<file path="config.mk">
export PLATFORM = sky130hd
export DESIGN_NAME = div_stall_ctrl
export DESIGN_NICKNAME = d
export VERILOG_FILES = /design/src/rtl/div_stall_ctrl.sv
export SDC_FILE = /design/constraint.sdc
export NUM_CORES = 1
export LEC_CHECK = 0
export BUFFER_PORTS_ARGS = -buffer_cell sky130_fd_sc_hd__buf_2
export CAP_MARGIN = 10
export CELL_PAD_IN_SITES_DETAIL_PLACEMENT = 1
export CELL_PAD_IN_SITES_GLOBAL_PLACEMENT = 1
export CORE_ASPECT_RATIO = 1.25
export CORE_MARGIN = 8
export CORE_UTILIZATION = 45
export CTS_CLUSTER_SIZE = 25
export DETAILED_ROUTE_END_ITERATION = 16
export PLACE_DENSITY_LB_ADDON = 0.12
export SLEW_MARGIN = 10
export SYNTH_ARGS = -nofsm -noshare
export SYNTH_HDL_FRONTEND = slang
export SYNTH_SLANG_ARGS = --single-unit
</file>
<file path="constraint.sdc">
create_clock -name clk -period 4.29 [get_ports clk]
set_input_delay 0.858 -clock clk [delete_from_list [all_inputs] [get_ports clk]]
set_output_delay 0.858 -clock clk [all_outputs]
set_load 0.02 [all_outputs]
</file>
<file path="src/rtl/div_stall_ctrl.sv">
// -----------------------------------------------------------------------------
// div_stall_ctrl
//
// Pipeline stall controller for the 5-stage core. It also sequences the shared
// multi-cycle restoring divider used by the EX stage.
//
// Stall requests from ID (load-use and similar) and from the divider are merged
// into one per-stage stall vector. The vector is ordered
// bit0 pc, bit1 if, bit2 id, bit3 ex, bit4 mem, bit5 wb.
//
// The divider performs one quotient bit per clock, MSB first, over DATA_W
// steps. Signed operands are reduced to magnitudes when the operation is
// accepted, and the signs are reapplied when the result is loaded. The result
// is packed {remainder, quotient} so that EX can write HI/LO directly.
//
// Ports
//   clk            core clock, rising edge
//   rst            asynchronous, active-high reset
//   stallreq_id_i  stall request from ID
//   start_i        EX requests a divide; held high until ready_o is seen
//   annul_i        abort the current divide (EX instruction squashed)
//   signed_div_i   1 = DIV (signed), 0 = DIVU; sampled at acceptance
//   opdata1_i      dividend; sampled at acceptance
//   opdata2_i      divisor; sampled at acceptance
//   result_o       {remainder, quotient}
//   ready_o        result valid (registered)
//   stall_o        per-stage stall vector (combinational)
// -----------------------------------------------------------------------------
module div_stall_ctrl #(
    parameter int DATA_W  = 32,
    parameter int STALL_W = 6
) (
    input  logic                  clk,
    input  logic                  rst,
    input  logic                  stallreq_id_i,
    input  logic                  start_i,
    input  logic                  annul_i,
    input  logic                  signed_div_i,
    input  logic [DATA_W-1:0]     opdata1_i,
    input  logic [DATA_W-1:0]     opdata2_i,
    output logic [2*DATA_W-1:0]   result_o,
    output logic                  ready_o,
    output logic [STALL_W-1:0]    stall_o
);

    localparam int CNT_W = $clog2(DATA_W + 1);
    localparam logic [CNT_W-1:0]   CNT_LAST  = CNT_W'(DATA_W);
    localparam logic [CNT_W-1:0]   CNT_ONE   = CNT_W'(1);
    localparam logic [DATA_W-1:0]  DATA_ONE  = {{(DATA_W-1){1'b0}}, 1'b1};
    localparam logic [DATA_W-1:0]  DATA_ZERO = '0;
    // EX stall holds pc/if/id/ex; an ID stall holds pc/if/id only.
    localparam logic [STALL_W-1:0] STALL_EX  = {{(STALL_W-4){1'b0}}, 4'b1111};
    localparam logic [STALL_W-1:0] STALL_ID  = {{(STALL_W-3){1'b0}}, 3'b111};

    typedef enum logic [1:0] {
        S_IDLE   = 2'd0,
        S_BYZERO = 2'd1,
        S_ON     = 2'd2,
        S_END    = 2'd3
    } state_t;

    state_t state, state_nxt;

    logic [CNT_W-1:0]  cnt;
    logic [DATA_W-1:0] dvd_sh;   // dividend magnitude, shifted out MSB first
    logic [DATA_W-1:0] dvs;      // divisor magnitude
    logic [DATA_W-1:0] rem;      // partial remainder
    logic [DATA_W-1:0] quo;      // quotient bits collected so far
    logic              q_neg;
    logic              r_neg;

    logic              accept;
    logic              div_busy;
    logic [DATA_W:0]   shifted;
    logic [DATA_W+1:0] diff;
    logic              q_bit;
    logic [DATA_W-1:0] rem_step;
    logic              diff_unused;

    // Magnitude of a value, treating it as two's complement only when asked.
    function automatic logic [DATA_W-1:0] mag(input logic [DATA_W-1:0] v,
                                              input logic               is_signed);
        logic signed [DATA_W-1:0] sv;
        sv = v;
        return (is_signed && sv < 0) ? (~v + DATA_ONE) : v;
    endfunction

    // Conditional two's-complement negate used to reapply the result signs.
    function automatic logic [DATA_W-1:0] neg_if(input logic [DATA_W-1:0] v,
                                                 input logic               neg);
        return neg ? (~v + DATA_ONE) : v;
    endfunction

    assign accept = start_i & ~annul_i;

    // One restoring step. The shifted partial remainder is 33 bits wide, and
    // the extra top bit of diff is the borrow. Because rem < dvs always holds,
    // a successful subtraction leaves a value that fits in DATA_W bits, so
    // diff[DATA_W] carries no information.
    assign shifted     = {rem, dvd_sh[DATA_W-1]};
    assign diff        = {1'b0, shifted} - {2'b00, dvs};
    assign q_bit       = ~diff[DATA_W+1];
    assign rem_step    = q_bit ? diff[DATA_W-1:0] : shifted[DATA_W-1:0];
    assign diff_unused = diff[DATA_W];

    // Next-state logic.
    always_comb begin
        state_nxt = state;
        case (state)
            S_IDLE: begin
                if (accept) begin
                    state_nxt = (opdata2_i == DATA_ZERO) ? S_BYZERO : S_ON;
                end
            end
            S_BYZERO: begin
                state_nxt = annul_i ? S_IDLE : S_END;
            end
            S_ON: begin
                if (annul_i) begin
                    state_nxt = S_IDLE;
                end else if (cnt == CNT_LAST) begin
                    state_nxt = S_END;
                end
            end
            S_END: begin
                if (!start_i) begin
                    state_nxt = S_IDLE;
                end
            end
            default: state_nxt = S_IDLE;
        endcase
    end

    // Control state, counter and result outputs.
    always_ff @(posedge clk or posedge rst) begin
        if (rst) begin
            state    <= S_IDLE;
            cnt      <= '0;
            ready_o  <= 1'b0;
            result_o <= '0;
        end else begin
            state <= state_nxt;
            case (state)
                S_IDLE: begin
                    ready_o <= 1'b0;
                    if (accept && opdata2_i != DATA_ZERO) begin
                        cnt <= '0;
                    end
                end
                S_BYZERO: begin
                    if (!annul_i) begin
                        result_o <= '0;
                        ready_o  <= 1'b1;
                    end
                end
                S_ON: begin
                    if (!annul_i) begin
                        if (cnt == CNT_LAST) begin
                            result_o <= {neg_if(rem, r_neg), neg_if(quo, q_neg)};
                            ready_o  <= 1'b1;
                        end else begin
                            cnt <= cnt + CNT_ONE;
                        end
                    end
                end
                S_END: begin
                    if (!start_i) begin
                        ready_o <= 1'b0;
                    end
                end
                default: ready_o <= 1'b0;
            endcase
        end
    end

    // Divider datapath. It is loaded at acceptance, so it needs no reset.
    always_ff @(posedge clk) begin
        if (state == S_IDLE && accept) begin
            dvd_sh <= mag(opdata1_i, signed_div_i);
            dvs    <= mag(opdata2_i, signed_div_i);
            rem    <= '0;
            quo    <= '0;
            q_neg  <= signed_div_i & (opdata1_i[DATA_W-1] ^ opdata2_i[DATA_W-1]);
            r_neg  <= signed_div_i & opdata1_i[DATA_W-1];
        end else if (state == S_ON && !annul_i && cnt != CNT_LAST) begin
            rem    <= rem_step;
            quo    <= {quo[DATA_W-2:0], q_bit};
            dvd_sh <= {dvd_sh[DATA_W-2:0], 1'b0};
        end
    end

    // Stall merge. The divider request is a superset of the ID request, so it
    // takes priority. Reset forces the vector low even while start_i is held.
    assign div_busy = start_i & ~ready_o & ~annul_i;

    always_comb begin
        stall_o = '0;
        if (!rst) begin
            if (div_busy) begin
                stall_o = STALL_EX;
            end else if (stallreq_id_i) begin
                stall_o = STALL_ID;
            end
        end
    end

endmodule

</file>
# After elaboration in Yosys (flattened, before gate mapping)
# Index checks and enable logic that the tools add are counted.
[word_totals]
reg_bits = 203
input_bits = 70
out_inout_bits = 71
word_cells = 91
[op_classes]
add_sub_neg = 6
order_cmp = 2
n_eq_ne = 13
muxes = 30
bitwise = 13
n_reduce_logical = 17
[op_table]
columns = ["operator", "n"]
rows = [
  ["32-bit two-way mux", 7],
  ["64-bit two-way mux", 3],
  ["32-bit by 1-bit adder with 32-bit output, second input constant", 4],
  ["32-bit inverter", 4],
  ["64-bit one-hot mux with 2 select lines", 1],
  ["32-bit by 1-bit < comparator with 1-bit output, second input constant", 2],
  ["33-bit by 32-bit subtractor with 34-bit output", 1],
  ["32-bit logical NOT", 1],
  ["32-bit nonzero test", 1],
  ["6-bit two-way mux", 3],
  ["2-bit inequality test, second input constant", 7],
  ["2-bit two-way mux", 6],
  ["6-bit one-hot mux with 2 select lines", 1],
  ["4-bit AND reduction", 3],
  ["4-bit two-way mux", 2],
  ["2-bit one-hot mux with 4 select lines", 1],
  ["6-bit by 1-bit adder with 6-bit output, second input constant", 1],
  ["6-bit == test, second input constant", 1],
  ["1-bit logical AND", 6],
  ["6-bit inequality test, second input constant", 1],
  ["2-bit nonzero test", 3],
  ["1-bit AND", 5],
  ["2-bit == test, second input constant", 2],
  ["1-bit two-way mux", 4],
  ["9 further kinds", 11],
]

# Longest topological paths before layout
# Gate-level depths: netlist (run 1).
[depth]
ltp_word = 6
mapped_depth = 13
mapped_depth_nobuf = 13

# Worst setup path before layout (run 1)
# Ideal clock, no wire load.
[synth_path]
path_type = "in2out"
startpoint = "input port rst"
endpoint = "output port stall_o[1]"
arrival_ns = 2.982
t_required_ns = 3.432
slack_ns = 0.450
stages = 3
path_cell_list = "inv_1 -> a21o_1 -> buf_4"
[synth_via]
elab_chain_len = 1
[synth_lines]
columns = ["item", "line_no", "rtl"]
rows = [
  ["start: declaration", "34", "input logic rst,"],
  ["4-bit two-way mux", "198", "if (!rst) begin"],
  ["end: declaration", "43", "output logic [STALL_W-1:0] stall_o"],
]
# No other way between the ends.

# Worst setup path after layout (run 1)
[layout_path]
startpoint = "input port opdata2_i[13]"
endpoint = "register cnt[0]"
[layout_via]
elab_chain_len = 4
[layout_lines]
columns = ["item", "line_no", "rtl"]
rows = [
  ["start: declaration", "40", "input logic [DATA_W-1:0] opdata2_i,"],
  ["32-bit nonzero test", "146", "if (accept && opdata2_i != DATA_ZERO) begin"],
  ["1-bit logical AND", "146", ""],
  ["2-bit inequality test (no source line)", "-", ""],
  ["4-bit AND reduction (no source line)", "-", ""],
  ["end signal: assignment", "162", "cnt <= cnt + CNT_ONE;"],
  ["end: declaration", "64", "logic [CNT_W-1:0] cnt;"],
]
# No other way between the ends.
# A chain may end at the register's enable or synchronous reset.

==> summary.md, run 1 <==
| Metric | Value |
|---|---|
| Status | finished clean |
| H-tree depth | 1 |
| Worst slew pin tran | 1110 ps |
| Root Buffer | clkbuf_16 |
| R2r setup slk | 1010 ps |
| Grt met2 use | 33.7% |
| Wire length per cell | 17.0 um |
| Via density | 5.51 |
| Adder-cell share of the synthesized area | 4.54% |
| Hold slack | 472 ps |
| Crit. Startpoint | opdata2_i[13] |
| Largest net degree at the start of global routing | 83 |
| CP Max Fanout | 10 |
| Most frequent cell after synthesis | nand2_1 |
| Filler cells | 3,219 |
| CTS resizes | 0 |
| PortBufs | 138 |
| Critical path's largest stage delay | 590 ps |
| Hold Path Class | reg2reg |
| Routed via count | 10,300 |
| Initial antenna violation count | 1 |
| Clock latency on the worst-skew pair | 510 ps |
| CTS clk-pin slew, worst paths | 60 ps |
| Top-Level Pins | 141 |
| Final WL | 31.6 mm |
| Core Rows | 67 |
| Setup bufs post-CTS | 0 |
| Vias in the first global route | 10,500 |
| ANT nets after route | 0 |
| Mapped Area | 12,000 um2 |
| Max VDD drop | 0.337 mV |
| R2R depth | 14 |
| Design Area, Final | 13,700 um2 |
| Pleak | 0.00599 uW |
| Max-slew violation count | 0 |
| CP startpoint kind | input port |
| Clock buffer depth | 3 |
| CTS tree | done |
| Final core occ | 51.8% |
| First-pass GRT wire length | 52.3 mm |
| GRT overflow | 0 |
| Hold Crit Start | result_o[34]$_DFFE_PP0P_ |
| GP Congestion | 0.857 |
| Final Skew | 16.2 ps |
| Min Clock Period, post-route | 3370 ps |
| Clock buffer count from CTS | 23 |
| Chip height | 199 um |
| RSZ-0062 raised after global routing | no |
| Max capacitance violation total | 0 |
| CTS sink count | 203 |
| Final setup vio count | 0 |
| Setup TNS | 0 ps |
| Ys async rst share | 36.0% |
| Top_reg_cell synth | dfrtp_1 |
| Slowest-stage cell, CP | or4_1 |
| Initial Util | 45.3% |
| Fin. Hold Viols | 0 |
| Mux cell area share after synthesis | 1.26% |
| Area Overhead vs Synth | 14.4% |
| Die width | 162 um |
| Post-synthesis cell count | 1,399 |
| Met1 Usage GRT | 25.1% |
| Hold Path Cell Cnt | 2 |
| Synth warnings | 0 |
| Yosys cell types | 70 |
| Antenna cells | 0 |
| Nets | 1,617 |
| Top cells by area, synth | edfxtp_1 17%, dfrtp_1 15%, dfxtp_1 11% |
| Sequential share of the synthesized area | 42.4% |
| GR peak layer | met2 |
| WP buf/inv | 2 |
| Hold EP | result_o[34]$_DFFE_PP0P_ |
| Met3 usage | 2.69% |
| Relative slew slack | 26.1% |
| Yosys top cell by area | edfxtp_1 |
| Worst Path Required | 4630 ps |
| Pwr Density | 651 nW/um2 |
| Synth Register Bits | 203 |
| Mean Syn Cell Area | 8.58 um2 |
| Period utilization | 78.5% |
| CP delay by family, top | simple AND/OR/NAND/NOR gates |
| Core area | 26,500 um2 |
| Layout cell share with drive strength beyond 1 | 13.8% |
| Hpwl dp | 23.3 mm |
| Most frequent cells after synthesis | 254 x nand2_1, 176 x o21ai_0, 115 x a21oi_1, 89 x xor2_1, 73 x dfrtp_1 |
| Number of synthesized flops with an enable pin | 66 |
| Hold buffers post-CTS | 0 |
| Post-Synth Simple-Gate Area | 17.1% |
| F_max | 0.297 GHz |
| Critical-path cell list | buf_2 > or4_1 > nor4_1 > or4b_1 > or3_1 > nor3_1 > buf_4 > o32ai_1 > nand2_1 > mux2i_1 |
| Crit path DAT | 3710 ps |
| Largest family of logic cells by synthesized area | compound AO/OA/AOI/OAI gates |
| Tot GR Track Use | 19.3% |
| Die Footprint | 32,200 um2 |
| Critical path class | in2reg |
| Reg-to-Reg End | rem[30]$_SDFFE_PP0P_ |
| Critical Path Sink Type | register |
| Drt first pass iters | 4 |
| Post-DP Area | 12,900 um2 |
| Share of the synthesized area in the top cell type | 16.5% |
| DRC | 0 |
| XOR/XNOR Fraction of Synth Area | 10.2% |
| Initial drt markers | 382 |
| Complex-gate fraction of the synthesized area | 20.0% |
| Reg2Reg Launch Point | dvd_sh[31]$_DFFE_PP_ |
| PnR Total Power | 8930 uW |
cells in the final DEF (no fill, tap or decap), drive strengths merged, types with 51 or more instances in the layout:
cell and n:
dfrtp 73, o21ai 182, inv 59, buf 154, nand2 254, nor2 60, edfxtp 66, a21oi 115
xor2 89, dfxtp 64, xnor2 51
flip-flops by register name (all words and copies together), names as in the netlist, 2 cells and up:
| signal | cells |
|---|---|
| rem | 32 |
| quo | 32 |
| cnt | 6 |
| result_o | 64 |
| state | 2 |
| dvs | 32 |
| dvd_sh | 32 |
power by group:
part / internal, uW / switching (uW) / total [uW]
registers: 2430 / 465 / 2900
clock network: 1280 / 782 / 2060
logic: 1520 / 2460 / 3970
worst register-to-register path, cell delays in order (launching register included):
cell and delay (ps):
edfxtp_1 450, inv_1 100, ha_1 180, inv_1 70, fa_1 400, a21oi_1 230
o22ai_1 150, o211ai_1 360, o21ai_0 200, a31oi_1 200, buf_4 160, o21bai_1 110
a21oi_1 250, mux2i_1 220, a21oi_1 80
through the flow:
step | setup slack [ps] | std cells
2_1_floorplan | 450 | 1400
3_3_place_gp | 454 | 1824
3_5_place_dp | 374 | 1824
4_1_cts | 933 | 1865
5_1_grt | 597 | 1865
6_report | 921 | 1865
kinds of logic after synthesis:
kind of cell,count (synthesis)
AO/OA/AOI/OAI,413
other,1
flip-flops,203
multiplexers,15
XOR/XNOR,140
buffers and inverters,135
adder cells (fa/ha/maj),43
AND/OR/NAND/NOR,449
cell type report:
cell class	count	area, um2	area share, %
sequential	203	5090	37.1
clock inverter	14	190	1.39
timing repair buffer	154	811	5.91
clock buffer	27	591	4.30
inverter	60	225	1.64
multi-input combinational	1062	6390	46.5
tap	345	432	3.14
routing by layer:
metal	routed length, um	vias to the layer above	share of wire [%]
met5	0	-	0
met4	401	0	1.3
met3	1260	32	4.0
met2	15200	157	48
met1	14800	4953	47
li1	-	5142	-
worst max path at each step:
stage | to | slack (ps) | cells after the start
floorplan | stall_o[1] | 450 | 3
global placement | cnt[0]$_DFFE_PP0P_ | 450 | 10
detailed placement | cnt[0]$_DFFE_PP0P_ | 370 | 10
CTS | cnt[0]$_DFFE_PP0P_ | 930 | 10
global route | cnt[0]$_DFFE_PP0P_ | 600 | 10
finish | cnt[0]$_DFFE_PP0P_ | 920 | 10
Note: power is estimated with default switching activity, not from simulation.
==> run 2, diff against run 1 <==
Clock period 4.29 ns to 3.5 ns, I/O delays scaled along.
==> run 2 against run 1 <==
Against the previous run: sequential power increased by 19%; via count is essentially flat; global-route usage increased by 0.18 points; largest cell class unchanged; cell count is 1.3% higher; clock power is 12% higher; wire length is 0.62% higher; sequential share of layout area shrank 0.44 points; register-to-register slack worse by 750 ps; sequential cell count did not move; total power rose by 22%; first-iteration DRC count rose by 15%; combinational power up 30%.
==> summary.md, run 2 (same netlist as run 1, synthesis figures left out) <==
| Metric | Value |
|---|---|
| Pleak | 0.00609 uW (+1.7%) |
| Root Buffer | clkbuf_16 |
| Critical-path cell list | or3_1 > nor3_2 > nand3_2 > or4_4 > or4_4 > or4_4 > o31ai_2 > xor2_1 > o21ai_1 |
| Min Clock Period, post-route | 3240 ps |
| Routed via count | 10,300 (-0.039%) |
| Chip height | 199 um (unchanged) |
| Seq pwr share | 31.6% (-0.8 points) |
| Core area | 26,500 um2 (unchanged) |
| Max capacitance violation total | 0 (unchanged) |
| Layout cell share with drive strength beyond 1 | 15.0% (+1.2 points) |
| Pwr Density | 787 nW/um2 (+21%) |
| GP Congestion | 0.849 (-0.98%) |
| Sw Ratio | 41.9% (+0.44 points) |
| Setup TNS | 0 ps (unchanged) |
| CTS sink count | 203 (unchanged) |
| First-pass GRT wire length | 52.7 mm (+0.83%) |
| Pre-CTS WS | -87.7 ps (-461 ps) |
| Critical Path Sink Type | register |
| Clock buffer depth | 3 (unchanged) |
| Status | finished clean |
| Drt first pass iters | 4 (unchanged) |
| GR peak layer | met2 |
| Top-Level Pins | 141 (unchanged) |
| R2r setup slk | 260 ps (-750 ps) |
| ANT nets after route | 0 (unchanged) |
| Die width | 162 um (unchanged) |
| Most frequent cells in the layout | 254 x nand2_1, 176 x o21ai_0, 138 x buf_2 |
| CP delay by family, top | simple AND/OR/NAND/NOR gates |
| Net Switching | 4580 uW (+24%) |
| Tot GR Track Use | 19.5% (+0.18 points) |
| CTS tree | done |
| Design Area, Final | 13,900 um2 (+1.2%) |
| Relative slew slack | 29.2% (+3.1 points) |
| Nets | 1,640 (+1.4%) |
| Core Rows | 67 (unchanged) |
| Grt met2 use | 33.8% (+0.078 points) |
| Post-DP Area | 13,200 um2 (+1.7%) |
| WP buf/inv | 0 (-2) |
| CP startpoint kind | register |
| Met1 Usage GRT | 25.2% (+0.081 points) |
| Most used cell, CP | or4_4 |
| Worst Path Required | 3890 ps (-740 ps) |
| Slowest-stage cell, CP | or4_4 |
| GRT overflow | 0 (unchanged) |
| DRC | 0 (unchanged) |
| Met3 usage | 2.96% (+0.27 points) |
| Initial Util | 45.3% (unchanged) |
| Final setup vio count | 0 (unchanged) |
| Reg with most FFs | result_o |
| R2R depth | 9 (-5) |
| Max reg flops | 64 (unchanged) |
| Max VDD drop | 0.327 mV (-2.9%) |
| Worst slew pin tran | 1060 ps (-46.0 ps) |
| Stages on worst setup path | 9 (-1) |
| Clk network pwr share | 21.2% (-1.9 points) |
| Fin. Hold Viols | 0 (unchanged) |
| Period utilization | 92.6% |
| Setup bufs post-CTS | 0 (unchanged) |
| CTS clk-pin slew, worst paths | 60 ps (about the same) |
| H-tree depth | 1 (unchanged) |
| Clock latency on the worst-skew pair | 510 ps (about the same) |
| RSZ-0062 raised after global routing | no |
| Initial antenna violation count | 0 (-1) |
| Clock buffer count from CTS | 23 (unchanged) |
| Filler cells | 3,218 (-0.031%) |
| Final WL | 31.8 mm (+0.62%) |
| Via density | 5.44 (-1.3%) |
| Initial drt markers | 438 (+15%) |
| CTS resizes | 0 (unchanged) |
| Hold slack | 422 ps (-49.7 ps) |
| CP Max Fanout | 7 (-3) |
| Final Skew | 11.1 ps (-5.14 ps) |
| F_max | 0.309 GHz |
| Most common cell after layout, fill and taps aside | nand2_1 |
| Area Overhead vs Synth | 15.7% |
| Largest net degree at the start of global routing | 83 (unchanged) |
| P_int | 6350 uW (+22%) |
| Critical path class | reg2reg |
| PortBufs | 138 (unchanged) |
| Hpwl dp | 23.8 mm (+2.1%) |
| Final worst slack | 260 ps (-661 ps) |
| Final core occ | 52.4% (+0.63 points) |
| Combinational Power Share | 47.2% (+2.7 points) |
| Crit path DAT | 3630 ps (-80 ps) |
| Antenna cells | 0 (unchanged) |
| Die Footprint | 32,200 um2 (unchanged) |
| Vias in the first global route | 10,500 (+0.46%) |
| Hold Path Class | in2reg |
| Hold buffers post-CTS | 0 (unchanged) |
| Max-slew violation count | 0 (unchanged) |
| Wire length per cell | 16.9 um (-0.66%) |
| Hold Path Cell Cnt | 1 (-1) |
| Critical path's largest stage delay | 510 ps (-80 ps) |
==> run 2: cell count changes in the layout (fill, tap and decap cells not counted), sizes merged <==
cell      before  now
buf          154  177
clkbuf        27   39
clkinv         8    2
bufinv         5    0
clkinvlp       2    1
inv           59   60
==> run 2: per-stage QoR <==
| stage | cells | power (uW) |
|---|---|---|
| floorplan | 1400 | 7110 |
| global placement | 1847 | 8470 |
| detailed placement | 1847 | 8660 |
| CTS | 1889 | 11000 |
| global route | 1889 | 11800 |
| finish | 1889 | 10900 |
==> run 2: layer usage <==
layer  wire length [um]  vias up  share of wire [%]
met1              14800     4929                 47
met2              15300      145                 48
met3               1230       35                3.8
met5                  0        -                  0
li1                   -     5171                  -
met4                502        0                1.6
==> run 2: worst paths after layout <==
check                                           end                startpoint
hold / removal                     dvs[0]$_DFFE_PP_              opdata2_i[0]
setup reg to reg           result_o[63]$_DFFE_PP0P_       rem[7]$_SDFFE_PP0P_
min in group asynchronous        cnt[0]$_DFFE_PP0P_                       rst
setup / recovery           result_o[63]$_DFFE_PP0P_       rem[7]$_SDFFE_PP0P_
hold reg to reg            result_o[38]$_DFFE_PP0P_  result_o[38]$_DFFE_PP0P_
max in group asynchronous  result_o[23]$_DFFE_PP0P_                       rst
==> run 2: final cells by class <==
type	count	area (um2)	area share, %
clock inverter	3	20.0	0.144
sequential	203	5090	36.6
inverter	60	229	1.65
multi-input combinational	1062	6390	46.0
timing repair buffer	177	1030	7.44
clock buffer	39	701	5.04
tap	345	432	3.11
==> run 2: power by group through the flow <==
stage | Clock, uW | Combinational [uW] | Sequential (uW)
2_1_floorplan | 0 | 3700 | 3410
4_1_cts | 2370 | 5190 | 3450
3_3_place_gp | 0 | 5000 | 3470
6_report | 2310 | 5160 | 3460
5_1_grt | 2460 | 5840 | 3520
3_5_place_dp | 0 | 5160 | 3500
